--- config.mk ---
export PLATFORM = sky130hd
export DESIGN_NAME = smvm_batch_scheduler_flat
export DESIGN_NICKNAME = d
export VERILOG_FILES = /design/src/rtl/smvm_batch_scheduler_if.sv /design/src/rtl/smvm_batch_scheduler.sv /design/src/flat_wrapper.sv
export SDC_FILE = /design/constraint.sdc
export NUM_CORES = 1
export LEC_CHECK = 0
export BUFFER_PORTS_ARGS = -buffer_cell sky130_fd_sc_hd__buf_2
export CAP_MARGIN = 30
export CELL_PAD_IN_SITES_DETAIL_PLACEMENT = 2
export CELL_PAD_IN_SITES_GLOBAL_PLACEMENT = 2
export CORE_UTILIZATION = 29
export DETAILED_ROUTE_END_ITERATION = 12
export MAX_ROUTING_LAYER = met4
export PLACE_DENSITY = 0.82
export RECOVER_POWER = 25
export SYNTH_ARGS = -nofsm -noshare
export SYNTH_HDL_FRONTEND = slang
export SYNTH_SLANG_ARGS = --single-unit
--- constraint.sdc ---
create_clock -name clk -period 3.6 [get_ports clk]
set_input_delay 0.54 -clock clk [delete_from_list [all_inputs] [get_ports clk]]
set_output_delay 0.54 -clock clk [all_outputs]
set_load 0.01 [all_outputs]
--- src/rtl/smvm_batch_scheduler_if.sv ---
// Bus interfaces for smvm_batch_scheduler.
//   smvm_entry_if : serial matrix-entry stream (producer = master).
//                   s_valid/s_ready, s_val, s_col, s_ipv (row end), s_last (job end)
//   smvm_batch_if : K-lane batch towards the ALU/map-table stage (scheduler = master).
//                   alu_valid/alu_ready, alu_val, alu_col, alu_ipv, alu_vov, alu_last
// Lane 0 sits in the MSBs of every packed lane bus.
interface smvm_entry_if #(
   parameter int VAL_W = 8,
   parameter int IDX_W = 12
);
   logic             s_valid;
   logic             s_ready;
   logic [VAL_W-1:0] s_val;
   logic [IDX_W-1:0] s_col;
   logic             s_ipv;
   logic             s_last;

   modport master (output s_valid, s_val, s_col, s_ipv, s_last, input s_ready);
   modport slave  (input s_valid, s_val, s_col, s_ipv, s_last, output s_ready);
endinterface

interface smvm_batch_if #(
   parameter int K     = 4,
   parameter int VAL_W = 8,
   parameter int IDX_W = 12
);
   logic               alu_valid;
   logic               alu_ready;
   logic [K*VAL_W-1:0] alu_val;
   logic [K*IDX_W-1:0] alu_col;
   logic [K-1:0]       alu_ipv;
   logic [2:0]         alu_vov;
   logic               alu_last;

   modport master (output alu_valid, alu_val, alu_col, alu_ipv, alu_vov, alu_last,
                   input alu_ready);
   modport slave  (input alu_valid, alu_val, alu_col, alu_ipv, alu_vov, alu_last,
                   output alu_ready);
endinterface

--- src/rtl/smvm_batch_scheduler.sv ---
// smvm_batch_scheduler
// Packs the serial matrix-entry stream into K-lane batches for the SMVM ALU
// tree, zero-pads the final partial batch, issues batches over valid/ready,
// counts rows issued and waits out the ALU pipeline before flagging job end.
// Ports:
//   clk, rst       clock (rising edge), asynchronous active-high reset
//   cfg_start      one-cycle job start pulse (honoured only when idle)
//   cfg_rows       expected number of row-end entries in the job
//   entry          entry stream (slave side)
//   batch          batch bus to the ALU stage (master side)
//   rows_done      rows issued so far in this job (saturating)
//   busy           job in progress
//   done           one-cycle pulse once the last batch has drained
//   err            sticky row-count / termination error, cleared by cfg_start
//   state_dbg      current FSM state for observation
//
// Handshake: a transfer happens on a rising edge where valid and ready are
// both high. The sender holds valid and all payload stable until that edge;
// ready carries no obligation while valid is low.
module smvm_batch_scheduler #(
   parameter int K       = 4,
   parameter int VAL_W   = 8,
   parameter int IDX_W   = 12,
   parameter int ALU_LAT = 4
) (
   input  logic             clk,
   input  logic             rst,
   input  logic             cfg_start,
   input  logic [IDX_W-1:0] cfg_rows,
   smvm_entry_if.slave      entry,
   smvm_batch_if.master     batch,
   output logic [IDX_W-1:0] rows_done,
   output logic             busy,
   output logic             done,
   output logic             err,
   output logic [1:0]       state_dbg
);
   localparam int LW = (K > 1) ? $clog2(K) : 1;
   localparam int DW = (ALU_LAT > 1) ? $clog2(ALU_LAT) : 1;
   localparam logic [LW-1:0]  LAST_LANE = LW'(K - 1);
   localparam logic [DW-1:0]  DRAIN_END = DW'(ALU_LAT - 1);
   localparam logic [IDX_W:0] ROWS_MAX  = {1'b0, {IDX_W{1'b1}}};

   typedef enum logic [1:0] {IDLE = 2'd0, FILL = 2'd1, ISSUE = 2'd2, DRAIN = 2'd3} state_t;
   state_t state, state_nxt;

   logic [VAL_W-1:0] lane_val [K];
   logic [IDX_W-1:0] lane_col [K];
   logic             lane_ipv [K];
   logic [LW-1:0]    lane_cnt;
   logic [2:0]       vov;
   logic             last_flag;
   logic             last_ipv;
   logic             err_q;
   logic [IDX_W-1:0] rows_tgt;
   logic [DW-1:0]    drain_cnt;
   logic [IDX_W:0]   rows_sum;
   logic             start, accept, issue_hs, err_now;

   assign state_dbg = state;
   assign start     = (state == IDLE) && cfg_start;
   assign accept    = entry.s_valid && entry.s_ready;
   assign issue_hs  = batch.alu_valid && batch.alu_ready;
   assign rows_sum  = {1'b0, rows_done} + (IDX_W+1)'(vov);
   // Job-end checks are evaluated on the done cycle and made visible at once.
   assign err_now   = done && ((rows_done != rows_tgt) || !last_ipv);
   assign err       = err_q || err_now;

   always_ff @(posedge clk or posedge rst) begin
      if (rst) state <= IDLE;
      else     state <= state_nxt;
   end

   always_comb begin
      state_nxt       = state;
      entry.s_ready   = 1'b0;
      batch.alu_valid = 1'b0;
      done            = 1'b0;
      busy            = (state != IDLE);
      case (state)
         IDLE:  if (cfg_start) state_nxt = FILL;
         FILL: begin
            entry.s_ready = 1'b1;
            if (entry.s_valid && ((lane_cnt == LAST_LANE) || entry.s_last))
               state_nxt = ISSUE;
         end
         ISSUE: begin
            batch.alu_valid = 1'b1;
            if (batch.alu_ready) state_nxt = last_flag ? DRAIN : FILL;
         end
         DRAIN: begin
            if (drain_cnt == DRAIN_END) begin
               done      = 1'b1;
               state_nxt = IDLE;
            end
         end
         default: state_nxt = IDLE;
      endcase
   end

   // Batch outputs come straight from the lane registers, so they are stable
   // for the whole ISSUE period and read zero on lanes never written.
   always_comb begin
      batch.alu_val = '0;
      batch.alu_col = '0;
      batch.alu_ipv = '0;
      for (int i = 0; i < K; i++) begin
         batch.alu_val[(K-1-i)*VAL_W +: VAL_W] = lane_val[i];
         batch.alu_col[(K-1-i)*IDX_W +: IDX_W] = lane_col[i];
         batch.alu_ipv[K-1-i]                  = lane_ipv[i];
      end
      batch.alu_vov  = vov;
      batch.alu_last = last_flag;
   end

   always_ff @(posedge clk or posedge rst) begin
      if (rst) begin
         for (int i = 0; i < K; i++) begin
            lane_val[i] <= '0;
            lane_col[i] <= '0;
            lane_ipv[i] <= 1'b0;
         end
         lane_cnt  <= '0;
         vov       <= '0;
         last_flag <= 1'b0;
         last_ipv  <= 1'b0;
         err_q     <= 1'b0;
         rows_tgt  <= '0;
         rows_done <= '0;
         drain_cnt <= '0;
      end else begin
         if (start || issue_hs) begin
            // Clearing on issue is what zero-pads a later partial batch.
            for (int i = 0; i < K; i++) begin
               lane_val[i] <= '0;
               lane_col[i] <= '0;
               lane_ipv[i] <= 1'b0;
            end
            lane_cnt  <= '0;
            vov       <= '0;
            last_flag <= 1'b0;
         end else if (accept) begin
            lane_val[lane_cnt] <= entry.s_val;
            lane_col[lane_cnt] <= entry.s_col;
            lane_ipv[lane_cnt] <= entry.s_ipv;
            lane_cnt           <= lane_cnt + 1'b1;
            vov                <= vov + 3'(entry.s_ipv);
            if (entry.s_last) begin
               last_flag <= 1'b1;
               last_ipv  <= entry.s_ipv;
            end
         end

         if (start) begin
            rows_tgt  <= cfg_rows;
            rows_done <= '0;
            err_q     <= 1'b0;
            last_ipv  <= 1'b0;
         end else if (issue_hs) begin
            if (rows_sum >= ROWS_MAX) begin
               rows_done <= ROWS_MAX[IDX_W-1:0];
               err_q     <= 1'b1;
            end else begin
               rows_done <= rows_sum[IDX_W-1:0];
            end
         end else if (err_now) begin
            err_q <= 1'b1;
         end

         if (state == DRAIN) drain_cnt <= drain_cnt + 1'b1;
         else                drain_cnt <= '0;
      end
   end
endmodule

--- src/flat_wrapper.sv ---
// flat-port wrapper written by rule: the top's interface ports become plain ports
module smvm_batch_scheduler_flat 
#(
   parameter int K       = 4,
   parameter int VAL_W   = 8,
   parameter int IDX_W   = 12,
   parameter int ALU_LAT = 4
)
  (clk, rst, cfg_start, cfg_rows, rows_done, busy, done, err, state_dbg, entry_s_valid, entry_s_val, entry_s_col, entry_s_ipv, entry_s_last, entry_s_ready, batch_alu_valid, batch_alu_val, batch_alu_col, batch_alu_ipv, batch_alu_vov, batch_alu_last, batch_alu_ready);
  smvm_entry_if #(.VAL_W(VAL_W), .IDX_W(IDX_W)) entry_i ();
  smvm_batch_if #(.K(K), .VAL_W(VAL_W), .IDX_W(IDX_W)) batch_i ();
  input  logic clk;
  input  logic rst;
  input  logic cfg_start;
  input  logic [IDX_W-1:0] cfg_rows;
  output logic [IDX_W-1:0] rows_done;
  output logic busy;
  output logic done;
  output logic err;
  output logic [1:0] state_dbg;
  input wire logic [$bits(entry_i.s_valid)-1:0] entry_s_valid;
  input wire logic [$bits(entry_i.s_val)-1:0] entry_s_val;
  input wire logic [$bits(entry_i.s_col)-1:0] entry_s_col;
  input wire logic [$bits(entry_i.s_ipv)-1:0] entry_s_ipv;
  input wire logic [$bits(entry_i.s_last)-1:0] entry_s_last;
  output wire logic [$bits(entry_i.s_ready)-1:0] entry_s_ready;
  output wire logic [$bits(batch_i.alu_valid)-1:0] batch_alu_valid;
  output wire logic [$bits(batch_i.alu_val)-1:0] batch_alu_val;
  output wire logic [$bits(batch_i.alu_col)-1:0] batch_alu_col;
  output wire logic [$bits(batch_i.alu_ipv)-1:0] batch_alu_ipv;
  output wire logic [$bits(batch_i.alu_vov)-1:0] batch_alu_vov;
  output wire logic [$bits(batch_i.alu_last)-1:0] batch_alu_last;
  input wire logic [$bits(batch_i.alu_ready)-1:0] batch_alu_ready;
  assign entry_i.s_valid = entry_s_valid;
  assign entry_i.s_val = entry_s_val;
  assign entry_i.s_col = entry_s_col;
  assign entry_i.s_ipv = entry_s_ipv;
  assign entry_i.s_last = entry_s_last;
  assign entry_s_ready = entry_i.s_ready;
  assign batch_alu_valid = batch_i.alu_valid;
  assign batch_alu_val = batch_i.alu_val;
  assign batch_alu_col = batch_i.alu_col;
  assign batch_alu_ipv = batch_i.alu_ipv;
  assign batch_alu_vov = batch_i.alu_vov;
  assign batch_alu_last = batch_i.alu_last;
  assign batch_i.alu_ready = batch_alu_ready;
  smvm_batch_scheduler #(.K(K), .VAL_W(VAL_W), .IDX_W(IDX_W), .ALU_LAT(ALU_LAT)) u_core (.clk(clk), .rst(rst), .cfg_start(cfg_start), .cfg_rows(cfg_rows), .entry(entry_i), .batch(batch_i), .rows_done(rows_done), .busy(busy), .done(done), .err(err), .state_dbg(state_dbg));
endmodule
==> flow_metrics.py <==
metrics = {
    "global_routing": {
        "grt_usage_pct": 22.5,
        "grt-ovfl-total": 0,
        "grt_max_degree": 72,
        "antenna_found_initial": 0,
        "grt_pass1_wl_um": 29900,
        "grt_pass1_vias": 5063,
    },
    "place": {
        "portBuffers": 145,
        "place_congestion": 0.863,
        "dp_hpwl_um": 12900,
    },
    "worst_setup_path": {
        "cp_num_buf_inv": 1,
        "critPathTopFamily": "simple AND/OR/NAND/NOR gates",
        "cpPeakStageDelay_ps": 580,
        "start_kind": "register",
        "cp.depth": 9,
        "cp.required_ps": 3920,
        "crit_start": "u_core.batch.alu_vov[0]",
        "critPathCaptureType": "register",
        "timing.rr.end": "u_core.rows_done[7]",
        "path_max_fanout": 11,
        "reg2reg_from": "u_core.batch.alu_vov[0]",
        "crit_type": "reg2reg",
        "crit_end": "u_core.rows_done[7]",
        "slowest_stage": "or4_4",
        "crit_chain": "ha_1 -> inv_1 -> fa_1 -> and2b_1 -> nor2_1 -> or4_4 -> or2b_1 -> a21oi_1 -> a311oi_2",
        "regToRegSetupSlack_ps": 900,
        "cp.arrival_ps": 3020,
        "rr_worst_depth": 9,
    },
    "synthesis": {
        "synth_cells": 485,
        "synthSimpleGateAreaFrac_pct": 14.9,
        "syn_area_um2": 5180,
        "synth_edf_count": 0,
        "yosys.area.top_type_share_pct": 58.0,
        "yosys.area_share.xor_xnor_pct": 3.04,
        "synth_top_family_by_area": "compound AO/OA/AOI/OAI gates",
        "synth_fa_ha_area_share_pct": 2.80,
        "ys_seq_area_share_pct": 58.0,
        "synth_top_cell_by_area": "dfrtp_1",
        "synthFlopType": "dfrtp_1",
        "synth_cell_types": 49,
        "ys_seq_elements": 120,
        "synth_mux_area_share_pct": 0.411,
        "syn-mean-instance-area_um2": 10.7,
        "synth_compound_area_share_pct": 17.4,
        "yosys_warnings": 0,
        "synthTopCellsByArea": "dfrtp_1 58%, a22o_1 9.8%, nand2_1 7.8%",
        "synth_nets": 535,
        "async_reset_ff_share_pct": 100,
    },
    "sta": {
        "maxSlewViolCount": 72,
        "whs_ps": 283,
        "setup_viol": 0,
        "finalHoldViolCount": 0,
        "clock_skew_ps": 14.4,
        "fin_crit_ps": 2700,
        "tns_ps": 0,
        "worst_pin_slew_ps": 1830,
        "post-route-period-util_pct": 74.9,
        "fmax_ghz": 0.371,
        "max_slew_margin_pct": -21.8,
        "rsz0062_at_grt": "false",
    },
    "clock_tree": {
        "clockRootBuffer": "clkbuf_16",
        "cts_setup_buffers": 0,
        "cts_buffers": 17,
        "insertion_delay_ps": 430,
        "ctsHtreeMaxLevel": 4,
        "cts_sinks": 120,
        "holdBufCountCts": 0,
        "clk_path_buf_depth": 2,
        "cts-resized-gates": 0,
        "clkTransAtPathRegs_ps": 60,
        "cts_tree": "built",
    },
    "routing": {
        "antenna_left": 0,
        "remaining_drc_errors": 0,
        "dr_total_vias": 4496,
        "wl_um": 18800,
        "drtIter0Drc": 175,
        "first_pass_iters": 6,
        "routedWlPerCell_um": 21.7,
        "vias_per_cell": 5.19,
    },
    "pwr": {
        "peakVddDrop_uv": 478,
        "leakagePower_nw": 3.50,
        "p_per_area_nw_per_um2": 836,
    },
    "run_status": {
        "violations": "capacitance limit, slew limit",
        "status": "finished, violations left",
    },
    "layout": {
        "regArea_um2": 3000,
        "area_delta_synth_final_pct": 29.6,
        "fin_nets": 679,
        "multi_input_area_um2": 2000,
        "antenna_cells": 0,
        "drive_above_1_share_pct": 31.2,
        "n_fill_cell": 1879,
    },
    "die": {
        "core_um2": 17400,
        "dieHeight_um": 136,
        "dieArea_um2": 18400,
        "start_util_pct": 29.8,
        "die_w_um": 136,
        "num_io_pins": 146,
        "rows": 48,
    },
    "run": {
        "drv_cap": 1,
    },
    "worst_hold_path": {
        "hp-class": "in2async",
    },
}
==> cell usage after synthesis, drive strengths merged, types with 2 or more instances <==
master / n
nor3: 3
nor2b: 3
a22o: 58
o211a: 2
a31oi: 3
a211oi: 2
o21ai: 11
clkbuf: 12
nand4: 4
a21oi: 40
a311oi: 3
and2: 6
nor2: 22
nand3: 8
dfrtp: 120
ha: 10
nor4: 2
xnor2: 6
buf: 17
nand2: 108
and3: 6
inv: 10
xor2: 12
==> cells in the final DEF (no fill, tap or decap), types with 2 or more instances in the layout <==
cell type	synthesis	final
buf_2	12	145
dfrtp_1	120	120
nand2_1	108	108
a22o_1	58	58
a21oi_1	40	40
nor2_1	19	19
clkbuf_16	0	17
xor2_1	12	12
o21ai_0	11	11
ha_1	10	10
nand3_1	8	8
inv_1	9	8
buf_4	1	8
inv_6	0	7
and3_1	6	6
xnor2_1	6	6
nand4_1	4	4
and2_0	3	3
nor2b_1	3	3
a31oi_1	3	3
a311oi_2	3	3
nor2_2	2	2
and2_1	2	2
o211a_1	2	2
nor4_1	2	2
a211oi_1	2	2
nor3_1	2	2
inv_8	0	2
bufinv_16	0	2
clkinv_4	0	2
clkinvlp_4	0	2
==> sequential cells by signal, summed over array words and instances (netlist names) <==
| name | cells |
|---|---|
| u_core.rows_done | 12 |
| u_core.err_q | 1 |
| u_core.batch.alu_col | 48 |
| u_core.lane_cnt | 2 |
| u_core.batch.alu_last | 1 |
| u_core.batch.alu_val | 32 |
| u_core.rows_tgt | 12 |
| u_core.last_ipv | 1 |
| u_core.drain_cnt | 2 |
| u_core.batch.alu_vov | 3 |
| u_core.batch.alu_ipv | 4 |
| u_core.state_dbg | 2 |
==> power by group <==
group          internal, mW  switching (mW)  leakage (nW)
clock network          1.05           0.727         0.290
registers              1.75           0.333          1.62
logic                 0.676            1.08          1.59
==> metrics by stage <==
step                utilization (%)  area [µm²]  worst slack (ps)  power [mW]  cells
detailed placement             35.3        6130               919        3.83    835
global route                   38.7        6710               731        5.90    867
global placement               35.3        6130              1040        3.70    835
finish                         38.7        6710               903        5.61    867
CTS                            38.8        6730               882        5.67    867
floorplan                         -        5180              1110        3.04    485
==> cell families after synthesis <==
group	after synthesis
mux	2
flops	120
buf+inv	39
xor+xnor	18
compound gates	124
fa+ha+maj	11
simple gates	171
==> worst min path at each step <==
stage	start	end	slack, ps	cells past startpoint
after floorplan	u_core.drain_cnt[0]	u_core.drain_cnt[0]	410	1
after global placement	u_core.drain_cnt[0]	u_core.drain_cnt[0]	420	1
after detailed placement	u_core.drain_cnt[0]	u_core.drain_cnt[0]	430	1
after CTS	rst	u_core.batch.alu_col[21]	160	2
after global routing	cfg_rows[6]	u_core.rows_tgt[6]	300	3
final	rst	u_core.batch.alu_col[10]	280	2
==> area by class of cell <==
type | instances | area share (%)
inverters | 10 | 0.578
repair buffers | 154 | 11.8
clock buffers | 17 | 6.34
multi-input cells | 326 | 29.7
flip-flops and latches | 120 | 44.7
clock inverters | 15 | 2.63
well taps | 225 | 4.19
==> worst register-to-register path, stage by stage (launching register included) <==
cell      delay [ps]
dfrtp_1          410
ha_1             230
inv_1             80
fa_1             440
and2b_1          240
nor2_1            80
or4_4            580
or2b_1           200
a21oi_1           70
a311oi_2         270
==> layer usage <==
layer  vias to the layer above  routed length, µm  track usage [%]
met4                         0                420             7.37
met2                       148               9850             39.3
met3                        34                726             4.53
met5                         -                  0                -
li1                       1981                  -                -
met1                      2333               7810             25.6
(Power assumes the default switching activity.)
